$ cat config.mk
export PLATFORM = sky130hd
export DESIGN_NAME = pilot_frame_sequencer
export DESIGN_NICKNAME = d
export VERILOG_FILES = /design/src/rtl/pilot_frame_sequencer.sv
export SDC_FILE = /design/constraint.sdc
export NUM_CORES = 1
export LEC_CHECK = 0
export ABC_AREA = 1
export BUFFER_PORTS_ARGS = -buffer_cell sky130_fd_sc_hd__buf_2
export CAP_MARGIN = 20
export CORE_ASPECT_RATIO = 0.7
export CORE_MARGIN = 2
export CORE_UTILIZATION = 40
export CTS_BUF_LIST = sky130_fd_sc_hd__clkbuf_16
export DETAILED_ROUTE_END_ITERATION = 7
export GPL_TIMING_DRIVEN = 0
export PLACE_DENSITY = 0.67
export SYNTH_ARGS = -nofsm -noshare
export SYNTH_HDL_FRONTEND = slang
export SYNTH_SLANG_ARGS = --single-unit
$ cat constraint.sdc
create_clock -name clk -period 2.06 [get_ports clk]
set_input_delay 0.309 -clock clk [delete_from_list [all_inputs] [get_ports clk]]
set_output_delay 0.309 -clock clk [all_outputs]
set_load 0.01 [all_outputs]
$ cat src/rtl/pilot_frame_sequencer.sv
// ---------------------------------------------------------------------------
// pilot_frame_sequencer
//
// Slot scheduler for a framed symbol stream. Every frame opens with a
// pilot block of cfg_pilot_len symbols and then carries cfg_frame_len data
// symbols. When cfg_pilot_period is non-zero, an extra pilot block is
// inserted after every cfg_pilot_period data symbols. Configuration is
// captured at each frame start and held for the whole frame.
//
// Ports
//   clk                  in   clock, rising edge
//   rst                  in   asynchronous active-low reset
//   enable               in   permits new frames to start
//   ready                in   beat qualifier, one symbol per ready cycle
//   event_frame_started  in   resync request, aborts the current frame
//   cfg_frame_len        in   data symbols per frame
//   cfg_pilot_len        in   pilot symbols per pilot block
//   cfg_pilot_period     in   data symbols between mid-frame pilots (0 = off)
//   pilot_sel            out  current slot is a pilot slot
//   start_frame          out  pulse after the first pilot beat of a frame
//   end_frame            out  pulse after the last data beat of a frame
//   frame_count          out  completed frames, wraps
//   cfg_err              out  sticky illegal-configuration flag
// ---------------------------------------------------------------------------
module pilot_frame_sequencer #(
  parameter int unsigned LEN_W  = 13,
  parameter int unsigned PIL_W  = 8,
  parameter int unsigned FCNT_W = 16
) (
  input  logic              clk,
  input  logic              rst,
  input  logic              enable,
  input  logic              ready,
  input  logic              event_frame_started,
  input  logic [LEN_W-1:0]  cfg_frame_len,
  input  logic [PIL_W-1:0]  cfg_pilot_len,
  input  logic [LEN_W-1:0]  cfg_pilot_period,
  output logic              pilot_sel,
  output logic              start_frame,
  output logic              end_frame,
  output logic [FCNT_W-1:0] frame_count,
  output logic              cfg_err
);

  typedef enum logic [1:0] {
    S_IDLE  = 2'd0,
    S_PILOT = 2'd1,
    S_DATA  = 2'd2
  } state_e;

  // State and latched configuration
  state_e             state_q, state_d;
  logic [LEN_W-1:0]   len_q, len_d;
  logic [PIL_W-1:0]   pil_len_q, pil_len_d;
  logic [LEN_W-1:0]   per_q, per_d;

  // Position counters
  logic [PIL_W-1:0]   pil_cnt_q, pil_cnt_d;
  logic [LEN_W-1:0]   data_cnt_q, data_cnt_d;
  logic [LEN_W-1:0]   per_cnt_q, per_cnt_d;

  // Registered outputs
  logic               pilot_sel_q, pilot_sel_d;
  logic               start_q, start_d;
  logic               end_q, end_d;
  logic [FCNT_W-1:0]  fcnt_q, fcnt_d;
  logic               err_q, err_d;

  // Decode helpers
  logic               cfg_ok_c;
  logic               pil_last_c;
  logic               data_last_c;
  logic               per_hit_c;
  logic               launch_c;
  logic               relatch_c;

  // Legality of the configuration currently presented on the inputs
  assign cfg_ok_c = (cfg_frame_len != '0) && (cfg_pilot_len != '0);

  // Last-beat detectors on the latched configuration, full width
  assign pil_last_c  = (pil_cnt_q == (pil_len_q - PIL_W'(1)));
  assign data_last_c = (data_cnt_q == (len_q - LEN_W'(1)));
  assign per_hit_c   = (per_q != '0) && (per_cnt_q == (per_q - LEN_W'(1)));

  // Next-state and output logic
  always_comb begin
    state_d     = state_q;
    len_d       = len_q;
    pil_len_d   = pil_len_q;
    per_d       = per_q;
    pil_cnt_d   = pil_cnt_q;
    data_cnt_d  = data_cnt_q;
    per_cnt_d   = per_cnt_q;
    start_d     = 1'b0;
    end_d       = 1'b0;
    fcnt_d      = fcnt_q;
    err_d       = err_q;
    launch_c    = 1'b0;
    relatch_c   = 1'b0;

    if (event_frame_started) begin
      // Resync: drop the frame silently, restart or park
      relatch_c  = 1'b1;
      pil_cnt_d  = '0;
      data_cnt_d = '0;
      per_cnt_d  = '0;
      if (enable) begin
        launch_c = 1'b1;
      end else begin
        state_d = S_IDLE;
      end
    end else begin
      case (state_q)
        S_IDLE: begin
          if (enable) begin
            launch_c = 1'b1;
          end
        end

        S_PILOT: begin
          if (ready) begin
            // Leading block is the only pilot block seen with data_cnt == 0
            if ((pil_cnt_q == '0) && (data_cnt_q == '0)) begin
              start_d = 1'b1;
            end
            if (pil_last_c) begin
              state_d   = S_DATA;
              pil_cnt_d = '0;
            end else begin
              pil_cnt_d = pil_cnt_q + PIL_W'(1);
            end
          end
        end

        S_DATA: begin
          if (ready) begin
            data_cnt_d = data_cnt_q + LEN_W'(1);
            per_cnt_d  = per_cnt_q + LEN_W'(1);
            if (data_last_c) begin
              // End of frame wins over a coincident mid-frame pilot
              end_d      = 1'b1;
              fcnt_d     = fcnt_q + FCNT_W'(1);
              pil_cnt_d  = '0;
              data_cnt_d = '0;
              per_cnt_d  = '0;
              if (enable) begin
                launch_c = 1'b1;
              end else begin
                state_d = S_IDLE;
              end
            end else if (per_hit_c) begin
              state_d   = S_PILOT;
              per_cnt_d = '0;
            end
          end
        end

        default: begin
          state_d = S_IDLE;
        end
      endcase
    end

    // Frame start: capture config, clear counters, reject illegal config
    if (launch_c) begin
      relatch_c  = 1'b1;
      pil_cnt_d  = '0;
      data_cnt_d = '0;
      per_cnt_d  = '0;
      if (cfg_ok_c) begin
        state_d = S_PILOT;
      end else begin
        state_d = S_IDLE;
        err_d   = 1'b1;
      end
    end

    if (relatch_c) begin
      len_d     = cfg_frame_len;
      pil_len_d = cfg_pilot_len;
      per_d     = cfg_pilot_period;
    end

    pilot_sel_d = (state_d == S_PILOT);
  end

  // State, configuration and counter registers
  always_ff @(posedge clk or negedge rst) begin
    if (!rst) begin
      state_q    <= S_IDLE;
      len_q      <= '0;
      pil_len_q  <= '0;
      per_q      <= '0;
      pil_cnt_q  <= '0;
      data_cnt_q <= '0;
      per_cnt_q  <= '0;
    end else begin
      state_q    <= state_d;
      len_q      <= len_d;
      pil_len_q  <= pil_len_d;
      per_q      <= per_d;
      pil_cnt_q  <= pil_cnt_d;
      data_cnt_q <= data_cnt_d;
      per_cnt_q  <= per_cnt_d;
    end
  end

  // Output registers
  always_ff @(posedge clk or negedge rst) begin
    if (!rst) begin
      pilot_sel_q <= 1'b0;
      start_q     <= 1'b0;
      end_q       <= 1'b0;
      fcnt_q      <= '0;
      err_q       <= 1'b0;
    end else begin
      pilot_sel_q <= pilot_sel_d;
      start_q     <= start_d;
      end_q       <= end_d;
      fcnt_q      <= fcnt_d;
      err_q       <= err_d;
    end
  end

  assign pilot_sel   = pilot_sel_q;
  assign start_frame = start_q;
  assign end_frame   = end_q;
  assign frame_count = fcnt_q;
  assign cfg_err     = err_q;

endmodule

# Word level (Yosys, flattened, before mapping)
# Index checks and enable logic that the tools add are counted.
# word_totals
regBits	90
inputBits	39
wordCells	89
# op_classes
n_addsub	7
n_eq_ne	9
n_mux	43
n_bitwise	2
n_reduce_logical	16
# op_table
op	count
$mux W13	11
$mux W8	6
$add A13 B1 Y13 const B	2
$eq A13 B13 Y1	2
$reduce_bool A13 Y1	2
$sub A13 B1 Y13 const B	2
$add A16 B1 Y16 const B	1
$mux W2	8
$pmux W8 S2	1
$mux W1	15
$logic_not A13 Y1	1
$ne A4 B4 Y1 const B	3
$add A8 B1 Y8 const B	1
$eq A8 B8 Y1	1
$logic_not A8 Y1	1
$reduce_and A4 Y1	2
$reduce_bool A8 Y1	1
$sub A8 B1 Y8 const B	1
$pmux W2 S3	1
$reduce_bool A3 Y1	2
$eq A2 B1 Y1 const B	2
$reduce_and A2 Y1	2
$reduce_bool A4 Y1	1
$logic_and A1 B1 Y1	3
4 further kinds	5

# Logic depth before layout (Yosys ltp)
# Gate-level depths: netlist of run 1.
# logic_depth
ltp_word	10
ltp_mapped	19
ltp_nobuf	18

# Worst setup path before layout of run 1
# Ideal clock, no wire load.
# synth_path
path_kind	register to register
startpoint	register len_q[0]
endpoint	register pil_cnt_q[1]
setup_time_ns	0.121
arrival_time_ns	2.096
t_required_ns	1.939
setup_slack_ns	-0.158
stages_incl_launch_ff	15
n_path_buf	1
synth_period_minus_slack_ns	2.218
path_cell_list	dfrtp_1 inv_1 ha_1 inv_1 nor2_2 nand3_2 o21bai_1 nand4_1 nor2_2 nand3_4 nand2_2 nand3_4 buf_6 o21ai_1 nor3_2
# synth_between
elab_chain_cells	8
# synth_lines
element	line_no	text
from (decl)	53	logic [LEN_W-1:0] len_q, len_d;
from (signal assigned)	199	len_q <= len_d;
$sub A13 B1 Y13 *	82	assign data_last_c = (data_cnt_q == (len_q - LEN_W'(1)));
$eq A13 B13 Y1 *	82	
$mux W1	139	if (data_last_c) begin
$mux W1	136	if (ready) begin
$pmux W1 S2	113	case (state_q)
$mux W1	101	if (event_frame_started) begin
$ne A4 B4 Y1 (no source line) / $reduce_bool A4 Y1 (equally long branches)	n/a	
$reduce_and A4 Y1 (no source line)	n/a	
to (signal assigned)	202	pil_cnt_q <= pil_cnt_d;
to (decl)	58	logic [PIL_W-1:0] pil_cnt_q, pil_cnt_d;
# Mark *: on every way between the ends. The rest lies on a longest branch, timed or not.
# A chain may end at the register's enable or synchronous reset.

# Worst setup path after layout of run 1
# layout_path
startpoint	register len_q[1]
endpoint	register len_q[9]
# layout_between
elab_chain_cells	7
# layout_lines
element	line_no	text
$sub A13 B1 Y13	82	
$eq A13 B13 Y1	82	
$mux W1	139	
$mux W1	136	
$pmux W1 S2	113	
$mux W1	101	
$mux W1	165	if (launch_c) begin
# No other way between the ends.

==> impl_metrics.json, run 1 <==
{
  "drtIter0Drc": 608,
  "dp_hpwl_mm": 12.3,
  "port_buffers": 58,
  "slew_violations": 0,
  "path_cells": "inv_2 -> ha_4 -> buf_4 -> nand2_2 -> nor2_4 -> nand2_1 -> nand2_2 -> nand2_1 -> a21oi_2 -> nand4_1 -> nand2_1 -> nand2_4 -> nand2_8 -> buf_12 -> clkbuf_16 -> nand2_1 -> o21ai_1",
  "yosys_warnings": 0,
  "cap_viol_max_count": 0,
  "yosys-top-cells-area": "dfrtp_1 37%, nand2_1 14%, inv_1 6.8%",
  "core-area_um2": 14800,
  "start_kind": "register",
  "grt_pass1_wl_mm": 27.9,
  "irDropWorstVdd_mv": 0.347,
  "fmax_mhz": 412,
  "avgSynthCellArea_um2": 7.18,
  "regToRegSetupSlack_ns": -0.37,
  "yosysSeqAreaShare_pct": 37.0,
  "holdWs_ns": 0.168,
  "grt.total_usage_pct": 22.0,
  "drtAntennaViolNets": 0,
  "antenna_found_initial": 0,
  "drt_wl_total_mm": 18.6,
  "clock_path_buffers": 2,
  "critPathBufInv": 4,
  "cp_top_family": "simple AND/OR/NAND/NOR gates",
  "synth.cell_area_um2": 6090,
  "syn_to_final_growth_pct": 30.0,
  "cts_made_buffers": 9,
  "yosysTopAreaCell": "dfrtp_1",
  "layout-drive-gt1-share_pct": 26.2,
  "endpoint_kind": "register",
  "synth_top_family_by_area": "simple AND/OR/NAND/NOR gates",
  "synth_xor_area_share_pct": 7.33,
  "routed-via-count": 6141,
  "initial_core_util_pct": 41.1,
  "syn_nets": 901,
  "clock_sinks": 90,
  "crit_top_cell": "nand2_1",
  "yosysTopAreaCellShare_pct": 37.0,
  "viasPerCell": 5.31,
  "ys.flop_type": "dfrtp_1",
  "r2r_start": "len_q[1]$_DFFE_PN0P_",
  "n_antenna_cell": 0,
  "synth_fa_ha_area_share_pct": 2.67,
  "synth_most_common_cell": "nand2_1",
  "dieHeight_um": 107,
  "yosys.area_share.simple_pct": 36.3,
  "cts_tree": "built",
  "cpPeakStageDelay_ns": 0.39,
  "period_share_pct": 118,
  "cp.depth": 17,
  "h-tree-depth": 3,
  "whs_path_depth": 3,
  "cp.arrival_ns": 2.70,
  "die_w_um": 152,
  "drc": 0,
  "synth_edf_count": 0,
  "die-area_um2": 16300,
  "critical_path_class": "reg -> reg",
  "synth_mux_area_share_pct": 0,
  "seqCellArea_um2": 2260,
  "cp_data_required_time_ns": 2.33,
  "nFillCells": 1380,
  "worst_slew_pin_slew_ns": 0.762,
  "rsz0062_at_grt": "yes",
  "status": "finished, violations left",
  "finalPower_mw": 4.64,
  "setup.worst_path.start": "len_q[1]$_DFFE_PN0P_",
  "synthTopCellsByCount": "225 x nand2_1, 110 x inv_1, 90 x dfrtp_1",
  "gp_congestion": 0.882,
  "finalCriticalPeriod_ns": 2.43,
  "wl_per_cell_um": 16.0,
  "async_flop_share_pct": 100,
  "clockRootBuffer": "clkbuf_16",
  "cp-endpoint": "len_q[9]$_DFFE_PN0P_",
  "clock_latency_ns": 0.35,
  "grt_pass1_vias": 5516,
  "io_pins": 59,
  "critical_path_peak_fanout": 5,
  "finalSetupViolations": 89,
  "synth_seq_cells": 90,
  "finalHoldViolCount": 0,
  "nNetsFinal": 1008,
  "overflow": 0,
  "worstRegToRegCells": 17,
  "violations": "setup timing",
  "power.leakage_nw": 3.64,
  "finalWorstSetupSlack_ns": -0.369,
  "num_rows": 37,
  "hp-class": "in -> reg",
  "synth_compound_area_share_pct": 7.64,
  "multi_input_area_um2": 3720,
  "slowest_stage": "dfrtp_1",
  "cts.clk_slew.worst_paths_ns": 0.07,
  "drtPass1Iterations": 7,
  "r2r_end": "len_q[9]$_DFFE_PN0P_",
  "p_per_area_nw_per_um2": 586,
  "skew_ns": 0.0129,
  "slew_headroom_pct": 49.2,
  "ys_types": 39,
  "netlist_instances": 849,
  "grt_max_degree": 66
}
per-stage QoR:
step	utilization (%)	area, um2	setup TNS, ns	cells	worst slack (ns)
floorplan	-	6130	-0.0835	849	-0.0300
global placement	45.0	6670	-60.56	1102	-0.525
detailed placement	45.2	6700	-37.74	1103	-0.538
CTS	49.8	7380	-18.37	1144	-0.282
global route	53.5	7920	-31.68	1156	-0.470
finish	53.5	7920	-23.14	1156	-0.369
final cells by class:
type | count | share of cell area, %
plain buffers | 18 | 2.87
clock buffers | 9 | 2.84
clock inverters | 7 | 0.458
inverters | 113 | 5.48
multi-input cells | 628 | 47.0
flip-flops and latches | 90 | 28.5
well taps | 195 | 3.08
repair buffers | 96 | 9.78
power by group:
part / switching, mW / internal [mW] / total (mW)
Sequential: 0.102 / 1.86 / 1.96
Combinational: 0.678 / 0.482 / 1.16
Clock: 0.721 / 0.802 / 1.52
Total: 1.50 / 3.14 / 4.64
layout by cell type (no fill, tap or decap), types with 8 or more instances in the layout:
cell	n
xor2_1	29
nor3_1	19
o21ai_1	35
nor2_1	59
ha_1	10
nand2_2	24
xnor2_1	20
buf_6	12
inv_1	103
nor3_2	9
nand3_1	57
nor4_1	10
nand3_2	11
buf_4	21
nor2_2	11
clkbuf_16	14
buf_12	8
nor2_4	15
buf_2	57
nand3b_1	8
nand4_1	24
o21ai_2	9
a21oi_1	15
nand2_1	204
o21ai_0	10
dfrtp_1	83
kinds of logic after synthesis:
logic type,after synthesis
adder cells (fa/ha/maj),13
AND/OR/NAND/NOR,477
buffers and inverters,132
flip-flops,90
XOR/XNOR,51
AO/OA/AOI/OAI,86
metal layers:
metal  share of wire [%]  track usage, %  vias to the layer above
met5                   0               0                        -
met4                 1.9            4.70                        0
met3                 8.3            4.07                       40
met2                  43            32.4                      265
met1                  47            33.4                     2881
li1                    -               -                     2955
how the worst min path moves through the flow:
stage / from / slack (ns) / end
after CTS: cfg_pilot_period[3] / 0.16 / per_q[3]$_DFFE_PN0P_
after global routing: cfg_pilot_period[3] / 0.17 / per_q[3]$_DFFE_PN0P_
after floorplan: rst / 0.01 / cfg_err$_DFFE_PN0P_
final: cfg_pilot_period[3] / 0.17 / per_q[3]$_DFFE_PN0P_
after global placement: cfg_err$_DFFE_PN0P_ / 0.45 / cfg_err$_DFFE_PN0P_
after detailed placement: rst / 0.26 / per_q[2]$_DFFE_PN0P_
state kept, by name, summed over array words and instances, names as in the netlist:
register and count:
state_q 2, pil_cnt_q 8, per_q 13, cfg_err 1, per_cnt_q 13, pil_len_q 8
len_q 13, pilot_sel 1, frame_count 16, start_frame 1, data_cnt_q 13, end_frame 1
repair_timing:
action | 4_1_cts | 5_1_grt
gates cloned | 2 | 6
hold buffers | 1 | 0
pin swaps | 14 | 21
gates resized for setup | 48 | 103
setup buffers | 23 | 7
endpoints found under the hold margin | 25 | 0
setup endpoints to repair | 88 | 89
worst reg2reg max path, cell delays in order (launching register included):
cell and delay [ns]:
dfrtp_1 0.39, inv_2 0.09, ha_4 0.15, buf_4 0.12, nand2_2 0.09, nor2_4 0.15
nand2_1 0.09, nand2_2 0.11, nand2_1 0.07, a21oi_2 0.12, nand4_1 0.18, nand2_1 0.16
nand2_4 0.09, nand2_8 0.10, buf_12 0.16, clkbuf_16 0.16, nand2_1 0.06, o21ai_1 0.07
No activity file was read; power rests on OpenSTA's default activity.
==> run 2, diff against run 1 <==
--- a/config.mk
+++ b/config.mk
@@ -16,2 +16,3 @@
 export GPL_TIMING_DRIVEN = 0
+export MAX_ROUTING_LAYER = met4
 export PLACE_DENSITY = 0.67
==> constraint.sdc (replaced) <==
create_clock -name clk -period 1.97 [get_ports clk]
set_input_delay 0.394 -clock clk [delete_from_list [all_inputs] [get_ports clk]]
set_output_delay 0.394 -clock clk [all_outputs]
set_load 0.01 [all_outputs]
==> impl_metrics.json, run 2 (synthesized netlist as in run 1, its figures left out) <==
{
  "grt.total_usage_pct": 22.5,
  "h-tree-depth": 3,
  "critPathBufInv": 5,
  "port_buffers": 58,
  "grt_max_degree": 56,
  "slew_headroom_pct": 63.3,
  "gp_congestion": 0.919,
  "syn_to_final_growth_pct": 24.8,
  "cpPeakStageDelay_ns": 0.38,
  "rsz0062_at_grt": "yes",
  "fmax_mhz": 429,
  "clock_path_buffers": 2,
  "largest_reg_flops": 16,
  "drc": 0,
  "finalCriticalPeriod_ns": 2.33,
  "io_pins": 59,
  "critical_path_peak_fanout": 5,
  "grt_pass1_wl_mm": 27.6,
  "cts_made_buffers": 9,
  "finalSetupTns_ns": -26.29,
  "p_per_area_nw_per_um2": 637,
  "hp-class": "in -> async",
  "die-area_um2": 16300,
  "power.leakage_nw": 3.54,
  "status": "finished, violations left",
  "drtPass1Iterations": 5,
  "slowest_stage": "dfrtp_1",
  "mostFrequentLayoutCell": "nand2_1",
  "dieHeight_um": 107,
  "holdWs_ns": 0.00471,
  "endpoint_kind": "register",
  "violations": "setup timing",
  "irDropWorstVdd_mv": 0.361,
  "nFillCells": 1456,
  "overflow": 0,
  "routed-via-count": 5739,
  "seqCellArea_um2": 2250,
  "multi_input_area_um2": 3630,
  "skew_ns": 0.0133,
  "worst_slew_pin_slew_ns": 0.551,
  "path_cells": "inv_2 -> ha_4 -> inv_2 -> nor2_4 -> nand3_4 -> buf_6 -> nor2_1 -> nand2_1 -> nand4_1 -> buf_4 -> nor3b_4 -> nand4_1 -> buf_6 -> nand2_2 -> o21ai_2",
  "viasPerCell": 5.02,
  "final_area_um2": 7610,
  "grt_pass1_vias": 5402,
  "clock_sinks": 90,
  "drtAntennaViolNets": 0,
  "cts.clk_slew.worst_paths_ns": 0.07,
  "critical_path_class": "reg -> reg",
  "core-area_um2": 14800,
  "num_rows": 37,
  "cap_viol_max_count": 0,
  "cp_data_required_time_ns": 2.20,
  "antenna_found_initial": 0,
  "clock_latency_ns": 0.35,
  "nNetsFinal": 996,
  "postCtsHoldBufs": 0,
  "cts_tree": "built",
  "n_antenna_cell": 0,
  "finalHoldViolCount": 0,
  "drtIter0Drc": 397,
  "finalSetupViolations": 89,
  "clockRootBuffer": "clkbuf_16",
  "start_kind": "register",
  "wl_per_cell_um": 14.8,
  "initial_core_util_pct": 41.1,
  "postLayoutCoreUtil_pct": 51.3,
  "slew_violations": 0,
  "finalPower_mw": 4.85,
  "placed_cell_area_um2": 6750,
  "final_cell_mix": "207 x nand2_1, 103 x inv_1, 88 x dfrtp_1, 65 x nor2_1, 60 x nand3_1",
  "cp.arrival_ns": 2.57,
  "period_share_pct": 118,
  "drt_wl_total_mm": 16.9,
  "die_w_um": 152,
  "layout-drive-gt1-share_pct": 23.3,
  "cp_top_family": "simple AND/OR/NAND/NOR gates",
  "dp_hpwl_mm": 12.3,
  "finalWorstSetupSlack_ns": -0.363
}
run 2: changes by cell type in the layout (fill, tap and decap cells not counted), moves of 4 or more:
cell / delta
buf_12: -6
nand2_2: -5
nor2_1: +6
nor2_2: -5
buf_6: -6
dfrtp_2: -5
dfrtp_1: +5
clkbuf_16: -4
nand3_2: -4
run 2: worst reg2reg max path, cell delays in order, from the launching register on:
cell and delay (ns):
dfrtp_1 0.38, inv_2 0.07, ha_4 0.16, inv_2 0.07, nor2_4 0.05, nand3_4 0.10
buf_6 0.11, nor2_1 0.03, nand2_1 0.10, nand4_1 0.19, buf_4 0.20, nor3b_4 0.22
nand4_1 0.22, buf_6 0.22, nand2_2 0.06, o21ai_2 0.05
run 2: final timing paths:
kind / start / endpoint / slack (ns) / depth (start not counted)
worst max-delay path: len_q[1]$_DFFE_PN0P_ / frame_count[15]$_DFFE_PN0P_ / -0.36 / 15
worst min-delay path: rst / len_q[3]$_DFFE_PN0P_ / 0.005 / 1
worst max register to register: len_q[1]$_DFFE_PN0P_ / frame_count[15]$_DFFE_PN0P_ / -0.36 / 15
worst min register to register: cfg_err$_DFFE_PN0P_ / cfg_err$_DFFE_PN0P_ / 0.46 / 2
max in group asynchronous: rst / data_cnt_q[2]$_DFFE_PN0P_ / 1.29 / 2
min in group clk: cfg_pilot_len[5] / pil_len_q[5]$_DFFE_PN0P_ / 0.25 / 3
run 2: power by group:
group	leakage (nW)	internal, mW	switching, mW	total [mW]
combinational	2.24	0.414	0.645	1.06
clock	0.143	0.982	0.771	1.75
sequential	1.16	1.94	0.0984	2.04
total	3.54	3.33	1.51	4.85
run 2: per-layer routing:
| metal | up-vias | part of all wire, % | global-route usage, % |
|---|---|---|---|
| met1 | 2664 | 52 | 33.9 |
| met5 | - | 0 | - |
| li1 | 2936 | - | - |
| met2 | 125 | 42 | 32.0 |
| met3 | 14 | 5.3 | 3.47 |
| met4 | 0 | 0.94 | 4.23 |
run 2: what timing repair did:
action | 4_1_cts | 5_1_grt
cloned | 3 | 1
pin swaps | 14 | 20
buffers inserted | 17 | 5
endpoints found under the setup margin | 89 | 89
gates resized for setup | 38 | 59
run 2: layout make-up:
class,instances,share of cell area [%]
Buffer,18,2.42
Clock buffer,9,2.96
Clock inverter,7,0.905
Inverter,113,5.68
Multi-Input combinational cell,627,47.8
Sequential cell,90,29.6
Tap cell,195,3.21
Timing Repair Buffer,85,7.44
run 2: metrics by stage:
| step | std cells | setup WS (ns) |
|---|---|---|
| 5_1_grt | 1144 | -0.508 |
| 3_3_place_gp | 1102 | -0.704 |
| 6_report | 1144 | -0.363 |
| 2_1_floorplan | 849 | -0.118 |
| 4_1_cts | 1138 | -0.326 |
| 3_5_place_dp | 1103 | -0.693 |
